[config.mk]
export PLATFORM = sky130hd
export DESIGN_NAME = dense_layer
export DESIGN_NICKNAME = d
export VERILOG_FILES = /design/src/rtl/dense_pkg.sv /design/src/rtl/dense_lane.sv /design/src/rtl/dense_layer.sv
export SDC_FILE = /design/constraint.sdc
export NUM_CORES = 2
export LEC_CHECK = 0
export ABC_AREA = 1
export BUFFER_PORTS_ARGS = -buffer_cell sky130_fd_sc_hd__buf_4
export CAP_MARGIN = 20
export CELL_PAD_IN_SITES_DETAIL_PLACEMENT = 0
export CELL_PAD_IN_SITES_GLOBAL_PLACEMENT = 1
export CORE_MARGIN = 2
export CORE_UTILIZATION = 27
export CTS_BUF_LIST = sky130_fd_sc_hd__clkbuf_2 sky130_fd_sc_hd__clkbuf_4 sky130_fd_sc_hd__clkbuf_8
export CTS_CLUSTER_SIZE = 28
export DETAILED_ROUTE_END_ITERATION = 16
export PLACE_DENSITY = 0.5
export REMOVE_ABC_BUFFERS = 1
export SYNTH_ARGS = -nofsm -noshare
export SYNTH_HDL_FRONTEND = slang
export SYNTH_SLANG_ARGS = --single-unit
[constraint.sdc]
create_clock -name clk -period 12.4 [get_ports clk]
set_input_delay 2.48 -clock clk [delete_from_list [all_inputs] [get_ports clk]]
set_output_delay 2.48 -clock clk [all_outputs]
set_load 0.02 [all_outputs]
[src/rtl/dense_pkg.sv]
// Shared definitions for the dense layer: FSM encoding, width helpers, saturation helper.
// Latency: n/a (constants and pure functions only).
// Backpressure: n/a.
package dense_pkg;

    // FSM state encoding
    localparam logic [1:0] ST_IDLE   = 2'd0;
    localparam logic [1:0] ST_ACCUM  = 2'd1;
    localparam logic [1:0] ST_OUTPUT = 2'd2;

    // Working width for the shift/bias/saturate path; wide enough for any sane N
    localparam int SAT_W = 128;

    // Saturation decision codes
    localparam logic [1:0] SAT_NONE = 2'b00;
    localparam logic [1:0] SAT_HI   = 2'b01;
    localparam logic [1:0] SAT_LO   = 2'b10;

    // Accumulator width: full product plus growth for NUM_INPUTS additions plus a guard bit
    function automatic int acc_width(input int n, input int num_inputs);
        return 2 * n + $clog2(num_inputs) + 1;
    endfunction

    // Beat counter width: must be able to hold NUM_INPUTS-1 (at least one bit)
    function automatic int cnt_width(input int num_inputs);
        return $clog2(num_inputs + 1);
    endfunction

    // Classifies an already shifted-and-biased value against the signed n-bit range
    function automatic logic [1:0] sat_code(input logic signed [SAT_W-1:0] v, input int n);
        logic signed [SAT_W-1:0] hi;
        logic signed [SAT_W-1:0] lo;
        hi = (SAT_W'(1) << (n - 1)) - SAT_W'(1);
        lo = ~hi;
        if (v > hi) begin
            return SAT_HI;
        end
        if (v < lo) begin
            return SAT_LO;
        end
        return SAT_NONE;
    endfunction

endpackage

[src/rtl/dense_lane.sv]
// One neuron lane: signed N x N multiply accumulated into a non-overflowing accumulator.
// Latency: o_acc_next is combinational (acc + product); accumulator updates on the beat edge.
// Backpressure: none; the parent enables the lane only on accepted beats.
module dense_lane #(
    parameter int N     = 16,
    parameter int ACC_W = 35
) (
    input  logic                    clk,
    input  logic                    reset,
    input  logic                    i_clear,
    input  logic                    i_en,
    input  logic signed [N-1:0]     i_data,
    input  logic signed [N-1:0]     i_weight,
    output logic signed [ACC_W-1:0] o_acc_next
);

    logic signed [ACC_W-1:0] r_acc;
    logic signed [2*N-1:0]   w_prod;
    logic signed [ACC_W-1:0] w_acc_next;

    assign w_prod     = i_data * i_weight;
    assign w_acc_next = r_acc + {{(ACC_W - 2 * N){w_prod[2*N-1]}}, w_prod};
    assign o_acc_next = w_acc_next;

    // Accumulator: cleared at vector start, advanced only on accepted beats
    always_ff @(posedge clk) begin
        if (reset || i_clear) begin
            r_acc <= '0;
        end else if (i_en) begin
            r_acc <= w_acc_next;
        end
    end

endmodule

[src/rtl/dense_layer.sv]
// Fixed-point dense layer: NUM_OUTPUTS parallel MAC lanes, bias, saturate, optional ReLU.
// Latency: out_valid rises 1 cycle after the final accepted input beat.
// Backpressure: in_ready only in ACCUM; result held stable in OUTPUT until out_ready.
module dense_layer
    import dense_pkg::*;
#(
    parameter int N           = 16,
    parameter int Q           = 8,
    parameter int NUM_INPUTS  = 4,
    parameter int NUM_OUTPUTS = 4,
    parameter int RELU_EN     = 1
) (
    input  logic                       clk,
    input  logic                       reset,
    input  logic                       start,
    input  logic                       in_valid,
    output logic                       in_ready,
    input  logic [N-1:0]               in_data,
    input  logic [NUM_OUTPUTS*N-1:0]   weight_flat,
    input  logic [NUM_OUTPUTS*N-1:0]   bias_flat,
    output logic                       out_valid,
    input  logic                       out_ready,
    output logic [NUM_OUTPUTS*N-1:0]   out_data,
    output logic                       busy,
    output logic                       done
);

    localparam int ACC_W = acc_width(N, NUM_INPUTS);
    localparam int CNT_W = cnt_width(NUM_INPUTS);
    localparam logic [CNT_W-1:0] LAST_CNT = CNT_W'(NUM_INPUTS - 1);

    logic [1:0]               r_state;
    logic [CNT_W-1:0]         r_cnt;
    logic                     r_done;
    logic [NUM_OUTPUTS*N-1:0] r_out;

    logic                     w_start;
    logic                     w_beat;
    logic                     w_last;
    logic                     w_accept_out;
    logic [NUM_OUTPUTS*N-1:0] w_res_flat;

    assign w_start      = (r_state == ST_IDLE) && start;
    assign w_beat       = (r_state == ST_ACCUM) && in_valid;
    assign w_last       = w_beat && (r_cnt == LAST_CNT);
    assign w_accept_out = (r_state == ST_OUTPUT) && out_ready;

    for (genvar j = 0; j < NUM_OUTPUTS; j++) begin : g_lane
        logic signed [ACC_W-1:0] w_acc_next;
        logic signed [ACC_W-1:0] w_shift;
        logic signed [SAT_W-1:0] w_sum;
        logic [1:0]              w_code;
        logic signed [N-1:0]     w_sat;

        dense_lane #(
            .N     (N),
            .ACC_W (ACC_W)
        ) u_lane (
            .clk        (clk),
            .reset      (reset),
            .i_clear    (w_start),
            .i_en       (w_beat),
            .i_data     (in_data),
            .i_weight   (weight_flat[j*N +: N]),
            .o_acc_next (w_acc_next)
        );

        // Arithmetic shift floors toward -inf; bias is sign-extended before the add
        assign w_shift = w_acc_next >>> Q;
        assign w_sum   = {{(SAT_W - ACC_W){w_shift[ACC_W-1]}}, w_shift}
                       + {{(SAT_W - N){bias_flat[j*N+N-1]}}, bias_flat[j*N +: N]};
        assign w_code  = sat_code(w_sum, N);
        assign w_sat   = (w_code == SAT_HI) ? {1'b0, {(N - 1){1'b1}}} :
                         (w_code == SAT_LO) ? {1'b1, {(N - 1){1'b0}}} :
                                              w_sum[N-1:0];
        assign w_res_flat[j*N +: N] = ((RELU_EN != 0) && w_sat[N-1]) ? '0 : w_sat;
    end

    // Control FSM, beat counter, done pulse and result register
    always_ff @(posedge clk) begin
        if (reset) begin
            r_state <= ST_IDLE;
            r_cnt   <= '0;
            r_done  <= 1'b0;
            r_out   <= '0;
        end else begin
            r_done <= w_accept_out;
            case (r_state)
                ST_IDLE: begin
                    if (start) begin
                        r_state <= ST_ACCUM;
                        r_cnt   <= '0;
                    end
                end
                ST_ACCUM: begin
                    if (w_beat) begin
                        r_cnt <= r_cnt + CNT_W'(1);
                    end
                    if (w_last) begin
                        r_state <= ST_OUTPUT;
                        r_out   <= w_res_flat;
                    end
                end
                ST_OUTPUT: begin
                    if (out_ready) begin
                        r_state <= ST_IDLE;
                    end
                end
                default: r_state <= ST_IDLE;
            endcase
        end
    end

    assign in_ready  = (r_state == ST_ACCUM);
    assign out_valid = (r_state == ST_OUTPUT);
    assign busy      = (r_state != ST_IDLE);
    assign done      = r_done;
    assign out_data  = r_out;

endmodule

==> impl_metrics.json <==
{
  "status": "completed",
  "initial_utilization_pct": 27.2,
  "critical_path_class": "input pin to flip-flop",
  "final_layout_size_suffix_gt1_share_pct": 6.10,
  "vias": 56100,
  "worst-slew-pin-transition_ps": 945,
  "layout.cells.most_common_list": "sky130_fd_sc_hd__inv_1 (2388), sky130_fd_sc_hd__nand2_1 (2211), sky130_fd_sc_hd__fa_1 (1055), sky130_fd_sc_hd__ha_1 (590), sky130_fd_sc_hd__a21oi_1 (444)",
  "cpMaxStageDelayCell": "sky130_fd_sc_hd__fa_1",
  "finalWeightedCongestion": 0.875,
  "vias_per_cell": 4.49,
  "totalWireLength_mm": 227,
  "final-max-slew-violation-count": 0,
  "die_h_um": 494,
  "clock-root-buffer": "sky130_fd_sc_hd__clkbuf_8",
  "cp-end-kind": "flip-flop",
  "detailedPlacementHpwl_mm": 192,
  "hold_violations": 0,
  "htree_levels": 2,
  "clk-insertion-delay-late_ps": 730,
  "synth_seq_area_share_pct": 6.36,
  "cts.sink_count": 206,
  "fin_crit_ps": 11780,
  "max_stage_delay_ps": 560,
  "die_area_um2": 244000,
  "setup_violations": 0,
  "drtPass1Iterations": 7,
  "slew_headroom_pct": 37.0,
  "synthesis.instances": 9165,
  "layout.nets": 11100,
  "ys_warn_count": 0,
  "post_cts_resize_count": 0,
  "antenna_cells": 0,
  "grt_setup_unrepaired": "no",
  "post_layout_nonfiller_instances": 12500,
  "cts_hold_buffers": 0,
  "worstPathMaxFanout": 32,
  "synth.cell_area_um2": 64900,
  "synth_enable_flop_cells": 0,
  "post-place-cells": 12400,
  "num_rows": 179,
  "share_of_the_clock_period_used_by_the_worst_path_pct": 95.0,
  "postCtsSetupBuffers": 0,
  "cts.clk_slew.worst_paths_ps": 60,
  "first_pass_grt_wire_length_mm": 354,
  "place.port_buffers": 212,
  "final_antenna_net_count": 0,
  "arrival_worst_endpoint_ps": 12330,
  "grt_usage_pct": 18.6,
  "final_clock_skew_ps": 55.7,
  "antenna_found_initial": 8,
  "syn-mean-instance-area_um2": 7.08,
  "cell_repeated_most_along_the_worst_path": "sky130_fd_sc_hd__nand2_1",
  "routed_wire_length_per_instance_um": 18.2,
  "route.detailed.drc": 0,
  "die_width_um": 494,
  "synth-seq-cells": 206,
  "synth-async-reset-ratio_pct": 0,
  "core_region_area_um2": 238000,
  "hold_path.class": "flip-flop to flip-flop",
  "post_synth_main_area_contributors": "sky130_fd_sc_hd__fa_1 (33%), sky130_fd_sc_hd__inv_1 (14%), sky130_fd_sc_hd__nand2_1 (13%), sky130_fd_sc_hd__ha_1 (11%), sky130_fd_sc_hd__dfxtp_1 (6.4%)",
  "timing.critical_path.required_ps": 12960,
  "clock.fmax_mhz": 84.9,
  "max-cap-violations": 0,
  "layout.cells.most_common": "sky130_fd_sc_hd__inv_1",
  "yosys.cell_types.count": 52,
  "drt-initial-drc-count": 2429,
  "cts_buffers": 47,
  "cts_tree": "done",
  "synth_top_area_share_pct": 32.6,
  "synth_top_area_cell": "sky130_fd_sc_hd__fa_1",
  "io_pins": 217,
  "area.growth.synth_to_final_pct": 10.7,
  "buffers_from_clock_root_to_sink_at_most": 3,
  "critical_path.startpoint_type": "input pin",
  "grt_residual_overflow": 0,
  "grt_pass1_vias": 59400,
  "synth_ff_type": "sky130_fd_sc_hd__dfxtp_1",
  "grt_max_degree": 111
}
==> metal layers <==
layer / global-route usage, % / wire, um / up-vias / part of all wire (%)
met5: 0 / 27 / - / 0.012
met4: 2.51 / 3210 / 4 / 1.4
met3: 1.44 / 5380 / 156 / 2.4
met2: 34.7 / 119000 / 727 / 52
met1: 23.8 / 99600 / 27700 / 44
li1: - / - / 27600 / -
==> worst paths after layout <==
path                            cells after the start           end  slack, ps                       from
worst max-delay path                               44  out_data[30]        620                 in_data[4]
worst min-delay path                                1      r_cnt[0]        460                   r_cnt[0]
worst min register to register                      1      r_cnt[0]        460                   r_cnt[0]
worst max register to register                     22  out_data[30]       7160  g_lane[1].u_lane.r_acc[0]
==> synth_stat cells, types with 16 or more instances <==
cell type	number
sky130_fd_sc_hd__a31oi_1	25
sky130_fd_sc_hd__ha_1	590
sky130_fd_sc_hd__fa_1	1056
sky130_fd_sc_hd__nand4_1	88
sky130_fd_sc_hd__nand2_1	2212
sky130_fd_sc_hd__clkbuf_1	262
sky130_fd_sc_hd__o21ai_1	30
sky130_fd_sc_hd__nor4_1	16
sky130_fd_sc_hd__dfxtp_1	206
sky130_fd_sc_hd__nor2_1	435
sky130_fd_sc_hd__xnor2_1	126
sky130_fd_sc_hd__o21ai_0	363
sky130_fd_sc_hd__buf_1	32
sky130_fd_sc_hd__inv_1	2392
sky130_fd_sc_hd__nor3_1	53
sky130_fd_sc_hd__o21bai_1	156
sky130_fd_sc_hd__a21o_1	37
sky130_fd_sc_hd__nand3_1	273
sky130_fd_sc_hd__a21oi_2	23
sky130_fd_sc_hd__xor2_1	176
sky130_fd_sc_hd__nand3b_1	20
sky130_fd_sc_hd__a21oi_1	444
==> state kept, by name, indices dropped and copies added (netlist names) <==
name                 flops
r_cnt                    3
r_state                  2
g_lane.u_lane.r_acc    140
out_data                60
done                     1
==> stage by stage <==
stage	area, um2	setup TNS (ps)	hold WS, ps	util (%)	setup WS [ps]
after floorplan	63600	0	433	-	2160
after global placement	70600	-3020	452	29.6	-209
after detailed placement	70600	-2740	453	29.6	-192
after CTS	71800	0	461	30.1	591
after global routing	71800	0	489	30.1	31.1
final	71800	0	456	30.1	624
==> critical path: cells and delay by family <==
family / cells / cell delay, ps
buf+inv: 8 / 1440
simple gates: 18 / 2340
fa+ha+maj: 9 / 3700
xor+xnor: 2 / 490
compound gates: 7 / 1780
==> cell families (layout without fill, tap and decap cells) <==
group                      count (synthesis)  count (layout)  synth area share (%)
other                                      1               4               0.00578
AOI/OAI and AO/OA                       1141            1141                  10.0
xor gates and xnor gates                 302             302                  4.08
buffers and inverters                   2713            2872                  15.8
and+or+nand+nor                         3156            3156                  19.7
DFF                                      206             206                  6.36
adders and majority gates               1646            1646                  44.0
==> area by class of cell <==
type	count	area, um2
multi-input combinational	6249	50500
fill	26400	167000
inverter	2397	9010
clock inverter	19	238
clock buffer	68	892
tap	3167	3960
timing repair buffer	388	3050
sequential	206	4120
Power is not shown: default switching activity piles up to over one toggle a cycle in this logic, so the estimate is an artifact.
